[src/rtl/pitch_colour_ctrl.sv]
// Turns pitch measurements into the registered 12-bit quadrant colour word for the VGA stage.
// Optional build macro: BLINK_EN enables the activity blink on the bottom-right quadrant.
module pitch_colour_ctrl #(
    parameter int CENTS_W        = 8,
    parameter int TOL_CENTS      = 10,
    parameter int STABLE_COUNT   = 8,
    parameter int TIMEOUT_CYCLES = 25_000_000,
    parameter int BLINK_HALF     = 6_250_000
) (
    input  logic               clk_25MHz,
    input  logic               rst,
    input  logic               pitch_valid,
    output logic               pitch_ready,
    input  logic [3:0]         pitch_note,
    input  logic [CENTS_W-1:0] pitch_cents,
    output logic [11:0]        colour_ctrl,
    output logic               locked,
    output logic [1:0]         dbg_state
);
    localparam int TO_W = $clog2(TIMEOUT_CYCLES + 1);
    localparam int SC_W = $clog2(STABLE_COUNT + 1);

    typedef enum logic [1:0] {IDLE = 2'd0, UPDATE = 2'd1, TRACK = 2'd2} state_t;
    state_t state;

    logic [3:0]         sample_note;
    logic [CENTS_W-1:0] sample_cents;
    logic [SC_W-1:0]    stable_cnt, stable_next;
    logic [TO_W-1:0]    timeout_cnt;
    logic [2:0]         tl_q, tr_q, bl_q;
    logic [2:0]         tl_next, tr_next, bl_next;
    logic               br_on, locked_next;
    logic               accept, timeout_hit, in_tune;
    logic [CENTS_W:0]   cents_ext, cents_abs;

    // Valid/ready: a sample transfers on a clk edge where pitch_valid && pitch_ready; ready drops
    // only for the single UPDATE cycle, and upstream must hold valid and data stable until ready.
    assign pitch_ready = (state != UPDATE);
    assign accept      = pitch_valid && pitch_ready;
    assign timeout_hit = (state == TRACK) && !accept
                         && (timeout_cnt == TO_W'(TIMEOUT_CYCLES - 1));
    assign dbg_state   = state;
    assign colour_ctrl = {{3{br_on}}, bl_q, tr_q, tl_q};

    // One extra bit keeps |most-negative| representable.
    assign cents_ext = {sample_cents[CENTS_W-1], sample_cents};
    assign cents_abs = sample_cents[CENTS_W-1] ? (~cents_ext + (CENTS_W+1)'(1)) : cents_ext;
    assign in_tune   = (cents_abs <= (CENTS_W+1)'(TOL_CENTS));

    always_comb begin
        tl_next = 3'b010;
        if (!in_tune) tl_next = sample_cents[CENTS_W-1] ? 3'b001 : 3'b100;

        stable_next = '0;
        if (in_tune) begin
            stable_next = (stable_cnt == SC_W'(STABLE_COUNT)) ? stable_cnt
                                                              : stable_cnt + SC_W'(1);
        end
        locked_next = (stable_next == SC_W'(STABLE_COUNT));

        tr_next = 3'b000;
        if (locked_next)            tr_next = 3'b010;
        else if (stable_next != '0) tr_next = 3'b110;

        bl_next = 3'b111;
        if (sample_note < 4'd7)       bl_next = sample_note[2:0] + 3'd1;
        else if (sample_note < 4'd12) bl_next = 3'(sample_note - 4'd6);
    end

`ifdef BLINK_EN
    localparam int BL_W = $clog2(BLINK_HALF + 1);
    logic [BL_W-1:0] blink_cnt;
`else
    // BLINK_HALF is meaningful only when the blink is built in.
    if (BLINK_HALF < 1) begin : g_blink_half_unused
    end
`endif

    always_ff @(posedge clk_25MHz) begin
        if (rst) begin
            state        <= IDLE;
            sample_note  <= '0;
            sample_cents <= '0;
            stable_cnt   <= '0;
            timeout_cnt  <= '0;
            tl_q         <= '0;
            tr_q         <= '0;
            bl_q         <= '0;
            br_on        <= 1'b0;
            locked       <= 1'b0;
`ifdef BLINK_EN
            blink_cnt    <= '0;
`endif
        end else begin
            case (state)
                IDLE: begin
                    if (accept) begin
                        sample_note  <= pitch_note;
                        sample_cents <= pitch_cents;
                        timeout_cnt  <= '0;
                        br_on        <= 1'b1;
                        state        <= UPDATE;
`ifdef BLINK_EN
                        blink_cnt    <= '0;
`endif
                    end
                end
                UPDATE: begin
                    tl_q       <= tl_next;
                    tr_q       <= tr_next;
                    bl_q       <= bl_next;
                    stable_cnt <= stable_next;
                    locked     <= locked_next;
                    state      <= TRACK;
                end
                TRACK: begin
                    if (accept) begin
                        sample_note  <= pitch_note;
                        sample_cents <= pitch_cents;
                        timeout_cnt  <= '0;
                        state        <= UPDATE;
                    end else if (timeout_hit) begin
                        tl_q       <= '0;
                        tr_q       <= '0;
                        bl_q       <= '0;
                        br_on      <= 1'b0;
                        stable_cnt <= '0;
                        locked     <= 1'b0;
                        state      <= IDLE;
                    end else begin
                        timeout_cnt <= timeout_cnt + TO_W'(1);
                    end
                end
                default: state <= IDLE;
            endcase
`ifdef BLINK_EN
            // Free-running through UPDATE so accepts inside a session keep the phase.
            if (state != IDLE && !timeout_hit) begin
                if (blink_cnt == BL_W'(BLINK_HALF - 1)) begin
                    blink_cnt <= '0;
                    br_on     <= ~br_on;
                end else begin
                    blink_cnt <= blink_cnt + BL_W'(1);
                end
            end
`endif
        end
    end
endmodule

[config.mk]
export PLATFORM = sky130hd
export DESIGN_NAME = pitch_colour_ctrl
export DESIGN_NICKNAME = d
export VERILOG_FILES = /design/src/rtl/pitch_colour_ctrl.sv
export SDC_FILE = /design/constraint.sdc
export NUM_CORES = 1
export LEC_CHECK = 0
export BUFFER_PORTS_ARGS = -buffer_cell sky130_fd_sc_hd__buf_2
export CORE_MARGIN = 2
export CORE_UTILIZATION = 55
export CTS_BUF_LIST = sky130_fd_sc_hd__clkbuf_8
export DETAILED_ROUTE_END_ITERATION = 8
export PLACE_DENSITY = 0.77
export REMOVE_ABC_BUFFERS = 1
export SLEW_MARGIN = 20
export SYNTH_ARGS = -nofsm -noshare
export SYNTH_HDL_FRONTEND = slang
export SYNTH_SLANG_ARGS = --single-unit
export TNS_END_PERCENT = 10
[constraint.sdc]
create_clock -name clk_25MHz -period 4 [get_ports clk_25MHz]
set_input_delay 0.6 -clock clk_25MHz [delete_from_list [all_inputs] [get_ports clk_25MHz]]
set_output_delay 0.6 -clock clk_25MHz [all_outputs]
set_load 0.01 [all_outputs]
==> Word level (Yosys, flattened, before mapping) <==
Cells that the tools add are included.
{ "totals": {"reg_bits": 54} }
{ "classes": {"addsub": 5, "magnitude_cmp": 3, "n_eq_ne": 11, "n_mux": 30, "bitwise_logic": 1, "reduce_logical": 14} }
{ "op_table": {"columns": ["cell", "n"], "rows": [
  ["$mux W25", 3],
  ["$pmux W25 S2", 1],
  ["$add A25 B1 Y25 const B", 1],
  ["$eq A25 B25 Y1 const B", 1],
  ["$mux W3", 8],
  ["$pmux W3 S2", 3],
  ["$mux W4", 4],
  ["$add A9 B1 Y9 const B", 1],
  ["$le A9 B4 Y1 const B", 1],
  ["$mux W9", 1],
  ["$not A9 Y9", 1],
  ["$eq A4 B4 Y1 const B", 2],
  ["$pmux W4 S2", 1],
  ["$mux W2", 3],
  ["$ne A2 B2 Y1 const B", 3],
  ["$ne A3 B3 Y1 const B", 2],
  ["$pmux W2 S3", 1],
  ["$reduce_and A3 Y1", 2],
  ["$add A4 B1 Y4 const B", 1],
  ["$lt A4 B3 Y1 const B", 1],
  ["$lt A4 B4 Y1 const B", 1],
  ["$pmux W1 S2", 2],
  ["$reduce_and A2 Y1", 2],
  ["$reduce_and A4 Y1", 1],
  ["other kinds (12)", 17]
]} }

==> Logic depth before layout (Yosys ltp) <==
Gate-level depths: netlist (run 1).
{ "logic_depth": {"depth_word": 9, "ltp_mapped": 8, "depth_no_buf": 7} }

==> Least setup slack after synthesis (run 1) <==
OpenSTA, ideal clock, no wires.
{ "synth_timing": {"kind": "reg2reg", "startpoint": "reg sample_cents[1]", "endpoint": "reg locked", "setup_ns": 0.092, "arrival_time_ns": 1.939, "required_ns": 3.908, "slack_ns": 1.969, "path_stages_with_launch": 9, "path_buffers": 1, "synth_period_minus_slack_ns": 2.031, "path_cell_list": "dfxtp_1 inv_1 ha_1 mux2_2 a221oi_1 a211o_1 clkbuf_1 nand3_1 o32ai_1"} }
{ "synth_between": {"elab_chain_len": 7} }
{ "synth_lines": {"columns": ["element", "line", "text"], "rows": [
  ["start: declaration", "27", "logic [CENTS_W-1:0] sample_cents;"],
  ["start signal: assignment", "99", "sample_cents <= pitch_cents;"],
  ["start signal: assignment", "119", "sample_cents <= pitch_cents;"],
  ["$not A9 Y9", "47", "assign cents_abs = sample_cents[CENTS_W-1] ? (~cents_ext + (CENTS_W+1)'(1)) : cents_ext;"],
  ["$add A9 B1 Y9", "47", null],
  ["$mux W9 (*)", "47", null],
  ["$le A9 B4 Y1 (*)", "48", "assign in_tune = (cents_abs <= (CENTS_W+1)'(TOL_CENTS));"],
  ["$mux W4 (*)", "55", "if (in_tune) begin"],
  ["$eq A4 B4 Y1 (*)", "59", "locked_next = (stable_next == SC_W'(STABLE_COUNT));"],
  ["$pmux W1 S2 (*)", "95", "case (state)"],
  ["end signal: assignment", "113", "locked <= locked_next;"],
  ["end: declaration", "17", "output logic locked,"]
]} }
Every way passes the cells marked *; elsewhere a longest branch is shown, timed or not.
A chain may end at the register's enable or synchronous reset.

==> Worst setup path after layout (run 1) <==
{ "layout_timing": {"startpoint": "reg state[0] (netlist: dbg_state[0])", "endpoint": "out pitch_ready"} }
{ "layout_between": {"elab_chain_len": 1} }
{ "layout_lines": {"columns": ["element", "line", "text"], "rows": [
  ["start: declaration", "24", "state_t state;"],
  ["start signal: assignment", "81", "state <= IDLE;"],
  ["start signal: assignment", "102", "state <= UPDATE;"],
  ["start signal: assignment", "114", "state <= TRACK;"],
  ["$ne A2 B1 Y1", "38", "assign pitch_ready = (state != UPDATE);"],
  ["end: declaration", "13", "output logic pitch_ready,"]
]} }
Every way passes these cells.

==> metrics, run 1 <==
antenna fix cells 0; Max Root-Sink Buffers 2; fmax 422 MHz; via count 2795; vias in the first global route approximately 2600; overall power 962 uW; total global routing overflow 0; Clock Tree Root clkbuf_8; Worst Path Required 3.40 ns; Max VDD drop 0.173 mV; Seq/Total Area, Yosys 0.363; Hold Crit Endpoint locked; post-CTS setup buffers 0; I/O pins 31; CTS resizes 0; Die W 76.9 um; final-report hold violation count 0; dominant synthesized flop cell dfxtp_1; DRC Markers 0; Post-Syn Area 2930 um2; Arr. time, crit path ~1.8 ns; # fillers 486; Crit Reg-Reg Endpoint timeout_cnt[24]; total CTS buffers 5; setup TNS 0 ns; Post-synth EDFFs 0; DPL Wire Length a little under 5000 um; HP Class flop to flop; Synth-to-Final Area Change 7.57%; Yosys reg bits 53; Max Cap Viol 0; DR pass1 iterations 6; num rows 26; core area 5110 um2; clk_lat worst skew 0.30 ns; post-synth cell types 58; Avg Cell Area, Syn 8.04 um2; pwr dens 306 nW/um2; Die H 76.9 um; mean routed wirelength per cell 15.4 um; worst-path fanout max 14; WS Path Type flop to output port; clock sinks 53; largest net degree at the start of global routing 44; I/O Buffers 29; initial cell density of the core 0.573; final WL 6940 um; post-route ant nets 0; status completed; Worst-Margin Slew 0.973 ns; initial antenna violation count 0; Async S/R FF share, synth 0; post-route minimum period 2.37 ns; Critical Path Start Type flop; Worst slew margin 0.348; crit share post-route 0.592; die area 5920 um2; Final Setup Violations 0; hold buffers post-CTS 0; Cells after Synth 364; global router's overall resource usage 0.244; R2R setup slack roughly 1.6 ns; TritonCTS clock tree done; hold path startpoint locked; global-route wire length before repair 12000 um; Register Area around 1100 um2; unrepaired setup endpoints after global routing no; Ys Warns 0; Initial DRC Count 218; share of layout cells above drive strength 1 0.129; Clock Pin Slew Worst Setup and Hold Paths 0.09 ns; Crit. End Element output port; R2R depth 6; LEAKAGE 1.11 nW; Final nets 400; DP Area 3060 um2; Hold Path Cell Cnt 2; worst reg2reg path startpoint timeout_cnt[6]; Worst Clk Skew 0.00769 ns; H-tree levels 2; GPL Wtd Cong 0.959; area of the multi-input gates around 1700 um2; final slew viol count 0; vias per inst 6.20; design area 3150 um2
## through the flow
| step | hold slack, ns | setup WS (ns) | util | instances |
|---|---|---|---|---|
| detailed placement | 0.457 | 1.70 | 0.600 | 443 |
| global route | 0.496 | 1.41 | 0.616 | 451 |
| global placement | 0.448 | 1.74 | 0.600 | 443 |
| CTS | 0.471 | 1.63 | 0.616 | 451 |
| finish | 0.469 | 1.63 | 0.616 | 451 |
| floorplan | 0.434 | 1.61 | - | 340 |
## report_power, final
| part | internal, mW | switching, mW | leakage, nW |
|---|---|---|---|
| combinational | 0.0416 | 0.0704 | 0.631 |
| sequential | 0.542 | 0.0174 | 0.430 |
| clock | 0.119 | 0.171 | 0.0491 |
## synth_stat cells, drive strengths merged (4+ instances only)
cell type | n | area share
or4 | 7 | 0.019
a2111o | 4 | 0.015
nand2 | 60 | 0.077
a21oi | 29 | 0.051
clkbuf | 13 | 0.017
nor4 | 7 | 0.015
nor2b | 4 | 0.0086
a211oi | 7 | 0.018
buf | 11 | 0.026
nand3 | 20 | 0.034
and4 | 4 | 0.012
nor2 | 18 | 0.023
a31oi | 7 | 0.015
o211ai | 5 | 0.013
or3 | 10 | 0.021
nand4 | 14 | 0.034
dfxtp | 53 | 0.36
a211o | 4 | 0.012
inv | 16 | 0.021
ha | 5 | 0.021
o21ai | 11 | 0.020
mux2i | 11 | 0.038
## cells in the final DEF, fill, tap and decap left out, types with 3 or more instances in the layout
cell        n
nand3_1    20
nor4_1      7
or4_1       6
and4_1      3
nand4_1    12
mux2i_1    11
a2111o_1    4
o2111ai_1   3
o211ai_1    5
buf_2      29
nor2b_1     4
nor3_1      3
dfxtp_1    53
o21ai_1     4
a211o_1     4
a311oi_1    3
ha_1        5
o32ai_1     3
or3_1      10
o21ai_0     6
a211oi_1    7
nor2_1     18
nand2_1    60
clkbuf_8    5
a31oi_1     7
inv_1      17
a21oi_1    28
buf_4       4
## how the worst max path moves through the flow
stage	from	end	slack [ns]	cells after the start
after floorplan	timeout_cnt[6]	timeout_cnt[16]	1.61	5
after global placement	pitch_valid	timeout_cnt[3]	1.74	5
after detailed placement	timeout_cnt[6]	timeout_cnt[21]	1.70	6
after CTS	dbg_state[0]	pitch_ready	1.63	4
after global routing	sample_cents[1]	locked	1.41	7
final	dbg_state[0]	pitch_ready	1.63	4
## logic make-up (layout without fill, tap and decap cells)
family / count (synthesis) / in the layout / synth area share
flip-flops: 53 / 53 / 0.363
multiplexers: 12 / 12 / 0.0415
AND/OR/NAND/NOR: 158 / 158 / 0.281
other: 1 / 1 / 0.00128
buffers and inverters: 40 / 57 / 0.0629
AO/OA/AOI/OAI: 93 / 93 / 0.224
XOR/XNOR: 2 / 2 / 0.00599
adder cells (fa/ha/maj): 5 / 5 / 0.0214
## area by class of cell
class | count | share of cell area
Clock buffer | 5 | 0.0219
Clock inverter | 3 | 0.00437
Inverter | 16 | 0.0191
Multi-Input combinational cell | 271 | 0.534
Sequential cell | 53 | 0.337
Tap cell | 70 | 0.0278
Timing Repair Buffer | 33 | 0.0557
## per-layer routing
metal / track usage / vias to the layer above / part of all wire
li1: - / 1395 / -
met1: 0.337 / 1287 / 0.47
met2: 0.394 / 105 / 0.46
met3: 0.0482 / 8 / 0.067
met4: 0.0582 / 0 / 0.0059
met5: 0 / - / 0
## worst max-delay path, cell delays in order, from the launching register on
cell	delay (ns)
dfxtp_1	0.51
inv_1	0.16
nor2_1	0.30
inv_1	0.28
buf_2	0.22
## sequential cells by signal, indices dropped and copies added, names as in the netlist
register / flops
bl_q: 3
br_on: 1
dbg_state: 2
locked: 1
sample_cents: 8
sample_note: 4
stable_cnt: 4
timeout_cnt: 25
tl_q: 3
tr_q: 2
No activity file was read; power rests on OpenSTA's default activity.
==> inputs of run 2 (changes only) <==
==> constraint.sdc (replaced) <==
create_clock -name clk_25MHz -period 2.3 [get_ports clk_25MHz]
set_input_delay 0.345 -clock clk_25MHz [delete_from_list [all_inputs] [get_ports clk_25MHz]]
set_output_delay 0.345 -clock clk_25MHz [all_outputs]
set_load 0.01 [all_outputs]
==> run 2 against run 1 <==
Effect of this change: largest cell class unchanged; combinational power grew 89%; critical path type is now flop to flop; highest routed layer unchanged; sequential share of layout area shrank 1.6 points; die area is the same.
==> metrics, run 2 (synthesized netlist as in run 1, its figures left out) <==
worst-path fanout max 7; initial antenna violation count 0; H-tree levels 2; Arr. time, crit path 2.41 ns; worst hold slack 0.259 ns; Crit Reg-Reg Endpoint timeout_cnt[17]; Die W 76.9 um; Largest register FFs 25; Final nets 413; DPL Wire Length 5020 um; Crit. End Element flop; die area 5920 um2; Worst Path Required between 2 and 3 ns; Max Root-Sink Buffers 2; total CTS buffers 5; crit share post-route 0.943; fmax 461 MHz; Worst-Margin Slew between 0.5 and 0.6 ns; vias in the first global route 2519; I/O pins 31; DRC Markers 0; via count 2877; Max Cap Viol 0; global router's overall resource usage 0.245; # fillers 451; pwr dens between 500 and 600 nW/um2; total global routing overflow 0; num rows 26; global-route wire length before repair 12000 um; WL met3 467 um; Initial DRC Count 237; Largest Register timeout_cnt; Clock Pin Slew Worst Setup and Hold Paths 0.10 ns; vias per inst 6.20; Hold Path Cell Cnt 3; Clock Tree Root clkbuf_8; WS Path Type flop to flop; core area 5110 um2; Die H ~77 um; Synth-to-Final Area Change 12.9%; largest net degree at the start of global routing 43; final WL 7200 um; Hold Crit Endpoint sample_note[3]; LEAKAGE around 1.2 nW; share of layout cells above drive strength 1 0.165; DR pass1 iterations 7; final-report hold violation count 0; met1 wire length 3320 um; TritonCTS clock tree done; met2 wire length 3280 um; Top Registers timeout_cnt: 25 flops, sample_cents: 8 flops; worst reg2reg path startpoint timeout_cnt[2]; Worst Clk Skew 0.00767 ns; highest metal used met4; dpl ws 0.0827 ns; hold path startpoint pitch_note[3]; initial cell density of the core 0.573; commonest non-fill, non-tap cell in the layout nand2_1; hold buffers post-CTS 0; Max VDD drop ~0.34 mV; commonest non-fill, non-tap cells in the layout 60 x nand2_1, 53 x dfxtp_1, 29 x buf_2; I/O Buffers 29; final slew viol count 0; Final Setup Violations 0; GPL Wtd Cong 0.878; unrepaired setup endpoints after global routing no; antenna fix cells 0; mean routed wirelength per cell 15.5 um; status completed; clk_lat worst skew 0.31 ns; clock sinks 53; post-route ant nets 0; HP Class input pin to flop; R2R depth 5; Worst slew margin 0.661; post-route minimum period 2.17 ns; R2R setup slack 0.13 ns; setup TNS 0 ns; Critical Path Start Type flop; final setup margin 0.132 ns
==> run 2: changes by cell type in the layout (fill, tap and decap cells not counted), sizes merged <==
| cell | before | now |
|---|---|---|
| buf | 33 | 46 |
| bufinv | 0 | 2 |
| clkinv | 2 | 1 |
| inv | 17 | 16 |
==> run 2: layout make-up <==
class	instances	area (um2)	share of cell area
tap	70	87.6	0.0265
timing repair buffer	46	273	0.0826
clock inverter	3	65.1	0.0197
inverter	16	60.1	0.0182
multi-input combinational	271	1690	0.511
sequential	53	1060	0.321
clock buffer	5	68.8	0.0208
==> run 2: routing by layer <==
metal	GRT usage	up-vias
li1	-	1414
met1	0.343	1344
met2	0.385	104
met4	0.0636	0
met5	0	-
met3	0.0506	15
==> run 2: worst max-delay path by stage <==
| stage | startpoint | end | slack, ns |
|---|---|---|---|
| 5_1_grt | timeout_cnt[2] | timeout_cnt[13] | 0.01 |
| 2_1_floorplan | timeout_cnt[6] | timeout_cnt[16] | -0.09 |
| 3_3_place_gp | sample_cents[1] | locked | 0.18 |
| 6_report | timeout_cnt[2] | timeout_cnt[17] | 0.13 |
| 3_5_place_dp | sample_cents[1] | locked | 0.08 |
| 4_1_cts | sample_cents[1] | locked | 0.08 |
==> run 2: critical path, stage by stage (launching register included) <==
cell and delay, ns:
dfxtp_1 0.45, nand4_2 0.17, or4_1 0.69, or4_4 0.46, a21oi_2 0.13, mux2i_1 0.20
==> run 2: timing repair <==
item / CTS / global route
gates resized for setup: 0 / 2
setup buffers: 0 / 1
endpoints found under the setup margin: 0 / 4
==> run 2: power breakdown <==
group,total [mW],internal (mW),switching [mW]
combinational,0.212,0.0830,0.129
clock,0.749,0.432,0.317
sequential,0.971,0.942,0.0289
total,1.93,1.46,0.475
==> run 2: through the flow <==
| stage | power [mW] | utilization | instance area, um2 | cells |
|---|---|---|---|---|
| after floorplan | 1.10 | - | 2800 | 340 |
| after global placement | 1.19 | 0.618 | 3150 | 455 |
| after detailed placement | 1.20 | 0.618 | 3150 | 455 |
| after CTS | 1.93 | 0.644 | 3290 | 463 |
| after global routing | 2.00 | 0.647 | 3300 | 464 |
| final | 1.93 | 0.647 | 3300 | 464 |
